File: config.mk
export PLATFORM = sky130hd
export DESIGN_NAME = tff_counter
export DESIGN_NICKNAME = d
export VERILOG_FILES = /design/src/rtl/tff_pkg.sv /design/src/rtl/tff_cell.sv /design/src/rtl/tff_counter.sv
export SDC_FILE = /design/constraint.sdc
export NUM_CORES = 1
export LEC_CHECK = 0
export BUFFER_PORTS_ARGS = -buffer_cell sky130_fd_sc_hd__clkbuf_2
export CAP_MARGIN = 20
export CORE_ASPECT_RATIO = 1.75
export CORE_MARGIN = 4
export CORE_UTILIZATION = 44
export DETAILED_ROUTE_END_ITERATION = 10
export PLACE_DENSITY_LB_ADDON = 0.05
export SLEW_MARGIN = 0
export SYNTH_ARGS = -nofsm -noshare
export SYNTH_HDL_FRONTEND = slang
export SYNTH_HIERARCHICAL = 1
export SYNTH_SLANG_ARGS = --single-unit
File: constraint.sdc
create_clock -name clk -period 1.4 [get_ports clk]
set_input_delay 0.42 -clock clk [delete_from_list [all_inputs] [get_ports clk]]
set_output_delay 0.42 -clock clk [all_outputs]
set_load 0.05 [all_outputs]
File: src/rtl/tff_pkg.sv
// Shared constants for the T flip-flop counter slice.
// Pure constants: no latency, no flow control.
package tff_pkg;
  localparam logic MODE_BANK  = 1'b0;
  localparam logic MODE_COUNT = 1'b1;
  localparam int   MAX_WIDTH  = 32;
endpackage

File: src/rtl/tff_cell.sv
// One T flip-flop bit with parallel load; q and qn come from separate flops fed from one next value.
// Latency 1 cycle; no backpressure.
module tff_cell
  import tff_pkg::*;
(
  input  logic clk,
  input  logic rst_n,
  input  logic init,
  input  logic load,
  input  logic d,
  input  logic toggle,
  output logic q,
  output logic qn
);

  always_ff @(posedge clk) begin
    if (!rst_n) begin
      q  <= init;
      qn <= ~init;
    end else if (load) begin
      q  <= d;
      qn <= ~d;
    end else if (toggle) begin
      q  <= ~q;
      qn <= q;
    end
  end

endmodule

File: src/rtl/tff_counter.sv
// WIDTH-bit T flip-flop bank / up-down counter with load, optional saturation and terminal-count pulse.
// Latency 1 cycle from inputs to q, qn and tc; no backpressure, en simply gates stepping.
module tff_counter
  import tff_pkg::*;
#(
  parameter int               WIDTH    = 8,
  parameter bit               SATURATE = 1'b0,
  parameter logic [WIDTH-1:0] INIT     = '0
) (
  input  logic             clk,
  input  logic             rst_n,
  input  logic             en,
  input  logic             mode,
  input  logic [WIDTH-1:0] t,
  input  logic             up,
  input  logic             load,
  input  logic [WIDTH-1:0] d,
  output logic [WIDTH-1:0] q,
  output logic [WIDTH-1:0] qn,
  output logic             tc
);

  logic [WIDTH-1:0] carry;
  logic [WIDTH-1:0] toggle;
  logic             at_bound;

  // Bit i flips when all lower bits sit at the direction's boundary value.
  assign carry[0] = 1'b1;
  for (genvar i = 1; i < WIDTH; i++) begin : g_carry
    assign carry[i] = up ? (&q[i-1:0]) : ~(|q[i-1:0]);
  end

  assign at_bound = up ? (&q) : ~(|q);

  always_comb begin
    toggle = '0;
    if (en) begin
      if (mode == MODE_BANK) begin
        toggle = t;
      end else if (!(SATURATE && at_bound)) begin
        toggle = carry;
      end
    end
  end

  for (genvar i = 0; i < WIDTH; i++) begin : g_cell
    tff_cell u_cell (
      .clk    (clk),
      .rst_n  (rst_n),
      .init   (INIT[i]),
      .load   (load),
      .d      (d[i]),
      .toggle (toggle[i]),
      .q      (q[i]),
      .qn     (qn[i])
    );
  end

  always_ff @(posedge clk) begin
    if (!rst_n || load) begin
      tc <= 1'b0;
    end else begin
      tc <= en && (mode == MODE_COUNT) && at_bound;
    end
  end

endmodule

After elaboration in Yosys (flattened, before gate mapping)
Cells that the tools add are included.

Flip-flop bits (word level): 17. Bits of input ports: 22. Output and inout port bits: 17. Logic and storage cells: 108.

Muxes and demuxes: 42. Bitwise operators: 23. Reductions and logical operators: 26.

Operators with widths (count): two-way mux 1 bit (40); NOT 1 bit (23); two-way mux 8 bit (2); nonzero test 2 bit (8); AND reduction 8 bit (1); OR reduction 8 bit (1); AND reduction 7 bit (1); OR reduction 7 bit (1); AND reduction 6 bit (1); OR reduction 6 bit (1); AND reduction 5 bit (1); OR reduction 5 bit (1); AND reduction 4 bit (1); OR reduction 4 bit (1); AND reduction 3 bit (1); OR reduction 3 bit (1); logical AND 1 bit (2); AND reduction 2 bit (1); OR reduction 2 bit (1); logical NOT 1 bit (1); logical OR 1 bit (1).

Logic depth before layout (Yosys ltp)
Depth after elaboration: 7. Gate-level depth with buffers: 6. Depth with buffers taken out: 5.

Cells and area by module
Netlist, hierarchy kept.

Modules (own cells, without submodules): tff_cell (instances 8, cells each 9, area an instance 102.6 µm², seq. area each 60.1 µm²); tff_counter (instances 1, cells each 40, area an instance 285.3 µm², seq. area each 20.0 µm²).

Least setup slack after synthesis
Ideal clock, no wire load.

Kind: flip-flop to flip-flop. Start point: register g_cell[0].u_cell.q. End point: register g_cell[6].u_cell.q, enable pin. Library setup time: 0.297 ns. Data arrival time: 1.511 ns. Setup slack: -0.407 ns. Cell stages (with the launch flop): 6. Buffers on the path: 0. Path through: edfxtp_1 > and4_4 > o221ai_2 > a211oi_2 > nor2_1 > nand2_1.

Longest elaborated chain between the ends: 6. Elaborated cells between the ends (all ways): 7.

Ends and longest elaborated chain: start, declared (RTL line tff_cell.sv:12) `output logic q,`; start signal, assigned (RTL line tff_cell.sv:18) `q <= init;`; start signal, assigned (RTL line tff_cell.sv:24) `q <= ~q;`; OR reduction 6 bit (RTL line tff_counter.sv:30) `assign carry[i] = up ? (&q[i-1:0]) : ~(|q[i-1:0]);`; NOT 1 bit (RTL line tff_counter.sv:30); two-way mux 1 bit * (RTL line tff_counter.sv:30); two-way mux 8 bit * (RTL line tff_counter.sv:38) `if (mode == MODE_BANK) begin`; two-way mux 8 bit * (RTL line tff_counter.sv:37) `if (en) begin`; net toggle[6] (RTL line tff_counter.sv:24) `logic [WIDTH-1:0] toggle;`; nonzero test 2 bit (no line) *; end signal, assigned (RTL line tff_cell.sv:18); end signal, assigned (RTL line tff_cell.sv:24); end, declared (RTL line tff_cell.sv:12).

Mark *: on every way through the listed nets, which the timed path passes. The rest lies on a longest branch. A chain may end at the register's enable or synchronous reset.

Worst setup path after layout
Start point: register g_cell[0].u_cell.q. End point: register g_cell[2].u_cell.q, enable pin.

Longest elaborated chain between the ends: 6. Elaborated cells between the ends (all ways): 7.

Ends and longest elaborated chain (RTL line): OR reduction 2 bit (tff_counter.sv:30); NOT 1 bit (tff_counter.sv:30); two-way mux 1 bit * (tff_counter.sv:30); two-way mux 8 bit * (tff_counter.sv:38); two-way mux 8 bit * (tff_counter.sv:37); net toggle[2] (tff_counter.sv:24); nonzero test 2 bit (no line) *; end signal, assigned (tff_cell.sv:18); end signal, assigned (tff_cell.sv:24); end, declared (tff_cell.sv:12).

Marked as above.

==> results.txt <==
The run finished, with violations left. The final reports fail on setup timing. The number of global-route vias before repair is 1110, and the post-route fraction of the period consumed by the critical path is 1.20. Clock tree synthesis inserted a total of 3 buffers. The floorplan step set the die height to 74.3 um. The final-report max-slew violation count is 0. The core region is 2360 um^2. The floorplan step defined a die boundary enclosing 3410 um^2. The share of the synthesized area in the top cell type was 0.434; the setup total negative slack was -2.93 ns. Summing over every cut layer, the via total after detailed routing is 1096. Pin count of the biggest net entering global routing: 34. The class of the most critical setup path is flip-flop to flip-flop.

From left edge to right edge, the die measures 45.9 um. For this design, the slowest cell found on the critical path is sky130_fd_sc_hd__edfxtp_1. The worst setup path is captured at a flip-flop.

Share of post-route cells with drive strength above 1: 0.378. The sum of buffers and inverters on the critical path came out at 1. TritonCTS built the clock tree. Once detail routing completed, the nets flagged for antenna violations numbered 0. Along the worst hold path, the cell count comes to 3. The count of inserted antenna diode cells was 0; the final period demand of the worst path was 1.68 ns. The logs give 0.730 mV for the worst supply voltage drop on vdd and 0 for the max-capacitance violation count. During synthesis, Yosys emitted a total of 6 warnings. Yosys mapped the design onto 29 distinct sky130hd cell types. In the synthesized netlist, the number of instances is 112.

The initial antenna violation count came out at 0. The worst min-delay path class was input port to flip-flop. Routability-driven placement finished with a final weighted congestion of 0.774.

The maximum number of buffers from clock root to sink is 2, and the post-DP HPWL is 2250 um. The data required time of the critical path is 1.37 ns, and the clock edge transition at the registers on the reported setup and hold paths is 0.06 ns. The clock root buffer is sky130_fd_sc_hd__clkbuf_8. After routing the design area is 1730 um^2. After detailed routing, the number of vias per cell comes to 5.35. The total overflow left after global routing is 0. The clock latency on the worst-skew pair was 0.25 ns. Ranked by total cell area, the synthesized netlist is headed by sky130_fd_sc_hd__edfxtp_1 (43%), sky130_fd_sc_hd__a31o_1 (6.3%), sky130_fd_sc_hd__a31oi_1 (5.7%).

The routed design has 3090 um of wire. Power spread over the standard cell area amounts to 977 nW/um^2. The first-pass GRT wire length was 4730 um.

Counting every sink on the clock net gives 17. The number of storage elements in the synthesis netlist is 17. The worst reg2reg path depth works out to 5.

The synthesized design spends more area on one cell type than any other, namely sky130_fd_sc_hd__edfxtp_1. The least setup slack across all paths after layout is -0.280 ns, and the placement-stage cell area is 1490 um^2. Total power for the finished layout comes to 1690 uW.

For the number of setup violations in the final report, the log shows 20. The category of the worst setup path launch point is a flip-flop. Port buffering added 38 buffers. Relative to the synthesized area, the layout overhead comes to 56.2%. After synthesis the cells add up to 1110 um^2.

STA puts the critical path data arrival time at 1.64 ns. Of all nets on the critical path, the largest fanout is 4. For this design the static power due to leakage is 0.000739 uW. In the routed design, unresolved DRC markers number 0. The tools report the sequential share of the synthesized area as 0.452. The critical path goes through buf_6 > or3_4 > a31oi_1 > nor2_1 > nand2_1. The cell count along the critical path was 5. The overall routing resource usage is 0.192.

Count of boundary I/O pins: 39. The tools report the worst clock skew on the final layout as 0.000966 ns. For this run, the slowest stage of the critical path takes 0.48 ns.

The achievable clock frequency was 0.595 GHz; the net total in the final layout was 203. The logs give 0 for the final hold violation count and 4 for the number of iterations in the first detailed-routing pass. The utilization of the core after routing came out at 0.732.

For this design, the CTS-stage hold fixing added 0 buffers. In this run the mean area of a mapped cell was 9.88 um^2. The run gives 0.469 as the initial core utilization. Setup repair after global routing could not meet its margin everywhere. In this run the core area contains 23 standard-cell rows. Cell family with the largest share of critical-path delay: simple AND/OR/NAND/NOR gates. The routed wirelength normalized by instance count came out at 15.1 um.

The logs give 1 for the number of levels in the clock H-tree and 181 for the fill cell instance count of the final layout. The initial detailed-routing violation count is 24.
[flip-flops by register name, indices dropped and copies added, names as in the netlist]
name and flops:
g_cell.u_cell/q 8, tc 1, g_cell.u_cell/qn 8
[worst register-to-register path, cell delays in order (launching register included)]
cell                       delay (ns)
sky130_fd_sc_hd__edfxtp_1        0.48
sky130_fd_sc_hd__buf_6           0.18
sky130_fd_sc_hd__or3_4           0.37
sky130_fd_sc_hd__a31oi_1         0.17
sky130_fd_sc_hd__nor2_1          0.07
sky130_fd_sc_hd__nand2_1         0.11
[worst paths after layout]
kind                            from                  to  slack (ns)
hold / removal                    en                  tc        0.53
setup / recovery  g_cell[0].u_cell/q  g_cell[2].u_cell/q       -0.28
setup reg to reg  g_cell[0].u_cell/q  g_cell[2].u_cell/q       -0.28
hold reg to reg   g_cell[7].u_cell/q                  tc        0.60
[timing repair]
action                                  4_1_cts  5_1_grt
gates resized for setup                      24        8
setup buffers                                 3        2
endpoints found under the setup margin       21       21
pin swaps                                     7        0
[placed cells by master (no fill, tap or decap), types with 3 or more instances in the layout]
master	Yosys	final
sky130_fd_sc_hd__clkbuf_2	0	31
sky130_fd_sc_hd__edfxtp_1	16	16
sky130_fd_sc_hd__nor2_1	13	13
sky130_fd_sc_hd__buf_4	1	11
sky130_fd_sc_hd__nand2_1	10	10
sky130_fd_sc_hd__a31oi_1	10	10
sky130_fd_sc_hd__nand2b_1	9	9
sky130_fd_sc_hd__nor2b_1	9	9
sky130_fd_sc_hd__buf_6	0	9
sky130_fd_sc_hd__or2b_1	8	8
sky130_fd_sc_hd__conb_1	1	8
sky130_fd_sc_hd__a31o_1	8	8
sky130_fd_sc_hd__clkbuf_8	0	4
sky130_fd_sc_hd__clkbuf_16	0	4
sky130_fd_sc_hd__a21oi_1	3	3
sky130_fd_sc_hd__o21ai_0	3	3
[per-layer routing]
metal / part of all wire / global-route usage / wire [um]
met2: 0.58 / 0.365 / 1780
met1: 0.35 / 0.187 / 1090
met4: 0.030 / 0.0918 / 93
met3: 0.041 / 0.0315 / 128
met5: 0 / 0 / 0
[where the power goes]
| part | internal, uW | total [uW] | switching, uW |
|---|---|---|---|
| registers | 621 | 660 | 38.9 |
| logic | 290 | 661 | 371 |
| clock network | 202 | 367 | 165 |
[final cells by class]
type                    count  area, um^2  share of cell area
multi-input cells         100         643               0.372
repair buffers             59         508               0.294
flip-flops and latches     17         500               0.290
clock buffers               4        45.0              0.0261
well taps                  25        31.3              0.0181
[cells by family (layout without fill, tap and decap cells)]
group	count (synthesis)	in the layout	share of synthesized area
simple gates	61	61	0.320
compound gates	27	27	0.179
other cells	1	8	0.00339
buf+inv	2	63	0.0113
mux	2	2	0.0181
xor+xnor	2	2	0.0158
flops	17	17	0.452
[cells in the mapped netlist]
| library cell | instances |
|---|---|
| sky130_fd_sc_hd__a211oi_2 | 1 |
| sky130_fd_sc_hd__a21oi_1 | 3 |
| sky130_fd_sc_hd__a31o_1 | 8 |
| sky130_fd_sc_hd__a31oi_1 | 10 |
| sky130_fd_sc_hd__and2_1 | 2 |
| sky130_fd_sc_hd__and4_4 | 1 |
| sky130_fd_sc_hd__buf_2 | 1 |
| sky130_fd_sc_hd__buf_4 | 1 |
| sky130_fd_sc_hd__conb_1 | 1 |
| sky130_fd_sc_hd__dfxtp_1 | 1 |
| sky130_fd_sc_hd__edfxtp_1 | 16 |
| sky130_fd_sc_hd__mux2i_1 | 2 |
| sky130_fd_sc_hd__nand2_1 | 10 |
| sky130_fd_sc_hd__nand2b_1 | 9 |
| sky130_fd_sc_hd__nand3_1 | 2 |
| sky130_fd_sc_hd__nand3b_1 | 1 |
| sky130_fd_sc_hd__nand4_1 | 1 |
| sky130_fd_sc_hd__nand4b_1 | 1 |
| sky130_fd_sc_hd__nor2_1 | 13 |
| sky130_fd_sc_hd__nor2b_1 | 9 |
| sky130_fd_sc_hd__nor3_1 | 1 |
| sky130_fd_sc_hd__nor4_1 | 1 |
| sky130_fd_sc_hd__nor4_4 | 1 |
| sky130_fd_sc_hd__o21a_1 | 1 |
| sky130_fd_sc_hd__o21ai_0 | 3 |
| sky130_fd_sc_hd__o221ai_2 | 1 |
| sky130_fd_sc_hd__or2b_1 | 8 |
| sky130_fd_sc_hd__or3_1 | 1 |
| sky130_fd_sc_hd__xnor2_1 | 2 |
[through the flow]
stage	worst slack, ns	cells	hold slack (ns)
finish	-0.280	205	0.530
global route	-0.327	205	0.531
floorplan	-0.390	119	0.565
detailed placement	-0.233	197	0.598
CTS	-0.194	204	0.513
global placement	-0.180	197	0.608
No activity file was read; power rests on OpenSTA's default activity.
